`src/rtl/alu_exec_ctrl.sv`:
```
// alu_exec_ctrl: sequences the 8-bit ALU as a register-to-register datapath; ALU_EXEC_OVERLAP_EN accepts the next command in WB
module alu_exec_ctrl (
  input  logic       clk,
  input  logic       rst_n,
  input  logic       cmd_valid,
  output logic       cmd_ready,
  input  logic       cmd_load,
  input  logic [3:0] cmd_op,
  input  logic [1:0] cmd_dst,
  input  logic [1:0] cmd_src_a,
  input  logic [1:0] cmd_src_b,
  input  logic [7:0] cmd_imm,
  output logic [7:0] alu_a,
  output logic [7:0] alu_b,
  output logic [3:0] alu_sel,
  input  logic [7:0] alu_result,
  input  logic       alu_carry,
  input  logic       alu_zero,
  input  logic       alu_negative,
  input  logic [1:0] rd_addr,
  output logic [7:0] rd_data,
  output logic       flag_c,
  output logic       flag_z,
  output logic       flag_n,
  output logic       done
);
`ifdef ALU_EXEC_OVERLAP_EN
  localparam logic OVL = 1'b1;
`else
  localparam logic OVL = 1'b0;
`endif
  typedef enum logic [1:0] {IDLE, EXEC, WB} state_t;
  state_t     state_q, state_d;
  logic       load_q, load_d, ready_q, ready_d, done_q, done_d, acc;
  logic [3:0] op_q, op_d;
  logic [1:0] dst_q, dst_d, src_a_q, src_a_d, src_b_q, src_b_d;
  logic [7:0] imm_q, imm_d, res_q, res_d;
  logic       cc_q, cc_d, cz_q, cz_d, cn_q, cn_d;
  logic       fc_q, fc_d, fz_q, fz_d, fn_q, fn_d;
  logic [7:0] rf_q [4];
  logic [7:0] rf_d [4];
  assign acc       = cmd_valid && ready_q;
  assign cmd_ready = ready_q;
  assign done      = done_q;
  assign alu_a     = rf_q[src_a_q];
  assign alu_b     = rf_q[src_b_q];
  assign alu_sel   = op_q;
  assign rd_data   = rf_q[rd_addr];
  assign flag_c    = fc_q;
  assign flag_z    = fz_q;
  assign flag_n    = fn_q;
  always_comb begin
    load_d  = acc ? cmd_load : load_q;
    op_d    = acc ? cmd_op : op_q;
    dst_d   = acc ? cmd_dst : dst_q;
    src_a_d = acc ? cmd_src_a : src_a_q;
    src_b_d = acc ? cmd_src_b : src_b_q;
    imm_d   = acc ? cmd_imm : imm_q;
    state_d = acc ? EXEC : state_q == EXEC ? WB : IDLE;
    res_d   = state_q == EXEC ? (load_q ? imm_q : alu_result) : res_q;
    cc_d    = state_q == EXEC ? alu_carry : cc_q;
    cz_d    = state_q == EXEC ? alu_zero : cz_q;
    cn_d    = state_q == EXEC ? alu_negative : cn_q;
    rf_d    = rf_q;
    fc_d    = fc_q;
    fz_d    = fz_q;
    fn_d    = fn_q;
    if (state_q == WB) begin
      rf_d[dst_q] = res_q;
      fz_d = load_q ? fz_q : cz_q;
      fn_d = load_q ? fn_q : cn_q;
      fc_d = (!load_q && op_q[3:2] == 2'b00) ? cc_q : fc_q;
    end
    done_d  = state_q == EXEC;
    ready_d = state_d == IDLE || (OVL && state_d == WB);
  end
  always_ff @(posedge clk) begin
    if (!rst_n) begin
      state_q <= IDLE;
      load_q  <= 1'b0;
      op_q    <= '0;
      dst_q   <= '0;
      src_a_q <= '0;
      src_b_q <= '0;
      imm_q   <= '0;
      res_q   <= '0;
      cc_q    <= 1'b0;
      cz_q    <= 1'b0;
      cn_q    <= 1'b0;
      rf_q    <= '{default: 8'h00};
      fc_q    <= 1'b0;
      fz_q    <= 1'b0;
      fn_q    <= 1'b0;
      ready_q <= 1'b1;
      done_q  <= 1'b0;
    end else begin
      state_q <= state_d;
      load_q  <= load_d;
      op_q    <= op_d;
      dst_q   <= dst_d;
      src_a_q <= src_a_d;
      src_b_q <= src_b_d;
      imm_q   <= imm_d;
      res_q   <= res_d;
      cc_q    <= cc_d;
      cz_q    <= cz_d;
      cn_q    <= cn_d;
      rf_q    <= rf_d;
      fc_q    <= fc_d;
      fz_q    <= fz_d;
      fn_q    <= fn_d;
      ready_q <= ready_d;
      done_q  <= done_d;
    end
  end
endmodule

```
`config.mk`:
```
export PLATFORM = sky130hd
export DESIGN_NAME = alu_exec_ctrl
export DESIGN_NICKNAME = d
export VERILOG_FILES = /design/src/rtl/alu_exec_ctrl.sv
export SDC_FILE = /design/constraint.sdc
export NUM_CORES = 1
export LEC_CHECK = 0
export BUFFER_PORTS_ARGS = -buffer_cell sky130_fd_sc_hd__buf_4
export CAP_MARGIN = 30
export CORE_ASPECT_RATIO = 1.4
export CORE_MARGIN = 1
export CORE_UTILIZATION = 54
export DETAILED_ROUTE_END_ITERATION = 6
export HOLD_SLACK_MARGIN = 0.05
export PLACE_DENSITY_LB_ADDON = 0.1
export SYNTH_ARGS = -nofsm -noshare
export SYNTH_HDL_FRONTEND = slang
export SYNTH_SLANG_ARGS = --single-unit
export TNS_END_PERCENT = 50
```
`constraint.sdc`:
```
create_clock -name clk -period 4.15 [get_ports clk]
set_input_delay 0 -clock clk [delete_from_list [all_inputs] [get_ports clk]]
set_output_delay 0 -clock clk [all_outputs]
set_load 0.05 [all_outputs]
```
Word-level counts from Yosys, hierarchy flattened --
Cells that the tools add are included.
Word-level totals: bits in registers 69, input port bits 35, output and inout bits 33, logic and storage cells 55
Operators by class: order comparisons 5, equality and inequality tests 2, multiplexer cells 15, bitwise logic cells 5, reductions and logical operators 8
Operators with widths (count):
- 8-bit two-way mux | 8
- 8-bit binary-select mux with 2-bit select | 3
- 32-bit bitwise mux | 1
- 8-bit demux with 2-bit select | 1
- 3-bit greater-or-equal comparator, second input constant | 4
- 2-bit NOT with 3-bit output | 4
- 2-bit zero test | 2
- 2-bit two-way mux | 2
- 2-bit AND reduction | 2
- 1-bit logical AND | 3
- 3-bit by 1-bit < comparator with 1-bit output, second input constant | 1
- 2-bit by 1-bit equality test with 1-bit output, second input constant | 1
- 2-bit equality test, second input constant | 1
- 1-bit zero test | 1
- 1-bit NOT | 1

Logic depth before layout (Yosys ltp) --
depth in word-level cells 6, depth in mapped cells 5, depth with buffers taken out 3

Least setup slack after synthesis --
Ideal clock, no wire load.
path kind register -> register, start point register ready_q, in the netlist cmd_ready, end point register op_q[3], in the netlist alu_sel[3], setup time 0.076 ns, arrival time 1.300 ns, required time 4.074 ns, path slack 2.775 ns, stages on the path, launching flop included 5, buffers on the path 1, period minus slack after synthesis 1.375 ns, cell sequence dfxtp_1 -> and2_1 -> clkbuf_1 -> nand2_1 -> a21boi_0
On the way: word-level cells in the longest chain between the ends 1
RTL lines:
- start: declaration | RTL line 34 | logic load_q, load_d, ready_q, ready_d, done_q, done_d, acc;
- start signal: assignment | RTL line 112 | ready_q <= ready_d;
- 1-bit logical AND | RTL line 42 | assign acc = cmd_valid && ready_q;
- end signal: assignment | RTL line 99 | op_q <= op_d;
- end: declaration | RTL line 35 | logic [3:0] op_q, op_d;
No other way between the ends. A chain may end at the register's enable or synchronous reset.

Worst setup path after layout --
start point register src_a_q[0], end point output port alu_a[2]
On the way: word-level cells in the longest chain between the ends 4
RTL lines:
- start: declaration | RTL line 36 | logic [1:0] dst_q, dst_d, src_a_q, src_a_d, src_b_q, src_b_d;
- start signal: assignment | RTL line 101 | src_a_q <= src_a_d;
- 2-bit NOT with 3-bit output (implied by the code) | RTL line 45 | assign alu_a = rf_q[src_a_q];
- 8-bit binary-select mux with 2-bit select | RTL line 45
- 8-bit two-way mux (implied by the code) (2 in a row) | RTL line 45
- end: declaration | RTL line 13 | output logic [7:0] alu_a,
No other way between the ends. The select of a mux whose other input is x is not followed.

==> out/results.tsv <==
stage	metric	value	unit
placement	Placed Area	3580	sq um
sta	Setup TNS	0	ns
floorplanning	Core ar.	5570	sq um
clock_tree	Root Driver	clkbuf_8	
grt	vias in the first global route	2460	
floorplanning	Initial Util	0.564	
synthesis	flop and latch count out of synthesis	69	
setup_path	worst-path fanout max	9	
setup_path	Critical-path top delay cell	dfxtp_1	
synthesis	Yosys cell types	24	
power_and_ir_drop	part of the power in registers	0.542	
setup_path	crit path kind	reg -> out	
sta	Setup violations, final	0	
setup_path	CP Capture Type	primary output	
routing	drt drc	0	
clock_tree	CTS tree	built	
power_and_ir_drop	maximum VDD drop	259	uV
placement	DP HPWL	4.56	mm
routing	vias	2513	
synthesis	syn_area_per_cell	10.4	sq um
finish	area added between synthesis and finish	28.9	%
grt	largest net degree at the start of global routing	79	
floorplanning	Die Ht	92.2	um
routing	Post-DRT Antenna Nets	0	
routing	DR iter-0 viols	133	
placement	gpl congestion	0.717	
synthesis	Synth area leader	dfxtp_1	
floorplanning	die width	66.4	um
synthesis	dominant cells by area after synthesis	dfxtp_1 (44%), mux4_2 (17%), nand2_1 (6.7%)	
finish	cell area after layout	4040	sq um
synthesis	Synth top area share	0.440	
clock_tree	H-tree levels	3	
sta	FMAX	0.548	GHz
routing	Avg WL per Cell	15.4	um
routing	Via density	5.52	
clock_tree	CTS Buf Count	9	
synthesis	Synth Instances	302	
grt	initial antenna violation count	0	
grt	total grt overflow	0	
setup_path	crit-path max cell delay	0.69	ns
power_and_ir_drop	Pleak	1.63	nW
finish	area of the multi-input gates	1600	sq um
power_and_ir_drop	clock power share	0.341	
routing	router iterations before antenna repair	4	
setup_path	Worst Path Arrival	1.82	ns
sta	final hold violation count	0	
power_and_ir_drop	Psw	328	uW
finish	ANT cells	0	
synthesis	Ys Warns	0	
floorplanning	row count	32	
routing	Post-Route WL	7.00	mm
finish	share of layout cells above drive strength 1	0.295	
clock_tree	# clock sinks	69	
floorplanning	DIE AREA	6120	sq um
flow_run	Max Cap Viol	0	
finish	Layout Nets	417	
clock_tree	clock slew at reported path FFs	0.07	ns
grt	first-pass GRT wire length	11.8	mm
setup_path	startpoint types	flop	
sta	RSZ-0062 raised after global routing	no	
clock_tree	clk buf depth	2	
grt	GRT Overall Usage	0.259	
finish	Fillers	405	
power_and_ir_drop	Net Sw Frac	0.251	
status	status	completed	
synthesis	sequential area share after synthesis	0.440	
clock_tree	CTS resizes	0	
setup_path	Critical Path RT	4.15	ns
floorplanning	I/O pin count	68	
sta	Period minus WS final	1.82	ns
sta	worst rel slew slack	0.488	
finish	register area	1380	sq um
synthesis	Mapped Area	3140	sq um
clock_tree	Post-CTS Repair Setup Buffers	0	
power_and_ir_drop	Comb power frac	0.117	
sta	final slew viol count	0	
setup_path	critical path cell sequence	mux4_2 > buf_4	
clock_tree	clk_lat worst skew	0.34	ns
power_and_ir_drop	PD cells	323	nW/um^2
placement	Port-buffer cells	67	
synthesis	Syn Nets	337	
sta	final period utilization	0.440	
sta	worst slew pin tran	0.768	ns
sta	Worst Skew	0.00406	ns
worst_hold_path	HP Class	in -> reg	
power_and_ir_drop	internal power	979	uW
[critical path, delay by kind of cell (launching register included)]
kind                   cells  cell delay (ns)
multiplexers               1             0.59
flip-flops                 1             0.69
buffers and inverters      1             0.21
[power by group through the flow]
stage                     clock [mW]  sequential [mW]  combinational, mW
final                          0.445            0.708              0.153
after global routing           0.486            0.711              0.167
after CTS                      0.457            0.708              0.152
after detailed placement           0            0.723              0.129
after global placement             0            0.721              0.127
after floorplan                    0            0.719             0.0870
[synth_stat cells (all sizes together)]
master,number
nand4bb,2
mux4,24
and3,2
nor3b,1
clkbuf,15
a21oi,1
a21boi,19
nor2b,6
nand2,56
or4b,1
buf,15
nand3,32
nand4b,1
nor2,1
and2,2
o211a,8
mux2i,13
dfxtp,69
a41o,1
o21ai,33
[cells in the final DEF (no fill, tap or decap)]
master         instances
dfxtp_1               69
buf_4                 68
nand2_1               56
dlygate4sd3_1         31
nand3_1               30
o21ai_0               25
mux4_2                24
a21boi_0              19
mux2i_1               13
clkbuf_8               9
o21ai_2                8
o211a_1                8
nor2b_1                6
clkbuf_1               5
nand3_2                2
nand4bb_1              2
and3_1                 2
and2_1                 2
clkinv_2               2
or4b_1                 1
nand4b_1               1
nor3b_2                1
nor2_1                 1
a21oi_1                1
a41o_1                 1
[flip-flops by register name, indices dropped and copies added (netlist names)]
register and cells:
dst_q 2, load_q 1, cmd_ready 1, flag_z 1, state_q 2, flag_c 1, rf_q 32, src_b_q 2
res_q 8, done 1, cz_q 1, cc_q 1, cn_q 1, imm_q 8, alu_sel 4, src_a_q 2
flag_n 1
[cells by family after synthesis]
group | Yosys count | share of synthesized area
AO/OA/AOI/OAI | 62 | 0.138
buffers and inverters | 30 | 0.0486
flip-flops | 69 | 0.440
multiplexers | 37 | 0.214
AND/OR/NAND/NOR | 104 | 0.159
[stage by stage]
stage / power [mW] / cells / hold slack [ns] / util / worst slack, ns
final: 1.31 / 455 / 0.182 / 0.727 / 2.33
after global routing: 1.36 / 455 / 0.257 / 0.727 / 2.26
after CTS: 1.32 / 455 / 0.183 / 0.727 / 2.31
after detailed placement: 0.851 / 408 / 0.257 / 0.643 / 2.53
after global placement: 0.848 / 408 / 0.253 / 0.643 / 2.56
after floorplan: 0.806 / 302 / 0.145 / - / 2.77
[final cells by class]
class | count | share of cell area
Clock buffer | 14 | 0.0353
Clock inverter | 2 | 0.00248
Multi-Input combinational cell | 203 | 0.397
Sequential cell | 69 | 0.342
Tap cell | 68 | 0.0210
Timing Repair Buffer | 99 | 0.203
[what timing repair did]
item	in CTS	in global routing
hold buffers	31	0
endpoints found under the setup margin	0	0
hold endpoints to repair	31	0
[per-layer routing]
metal | vias to the layer above | wire length [um] | GRT usage
li1 | 1252 | - | -
met4 | 0 | 140 | 0.117
met1 | 1183 | 2950 | 0.306
met5 | - | 0 | 0
met3 | 12 | 253 | 0.0361
met2 | 66 | 3660 | 0.452
[path summary, 6_finish.rpt]
kind	from	depth (start not counted)	endpoint	slack [ns]
worst max-delay path	src_a_q[0]$_SDFFE_PN0P_	2	alu_a[2]	2.33
worst min-delay path	rst_n	2	cmd_ready$_SDFF_PN1_	0.18
worst max register to register	dst_q[1]$_SDFFE_PN0P_	3	rf_q[30]$_SDFFE_PN0P_	2.53
worst min register to register	imm_q[4]$_SDFFE_PN0P_	2	imm_q[4]$_SDFFE_PN0P_	0.46
Power figures use the tool's default switching activity.
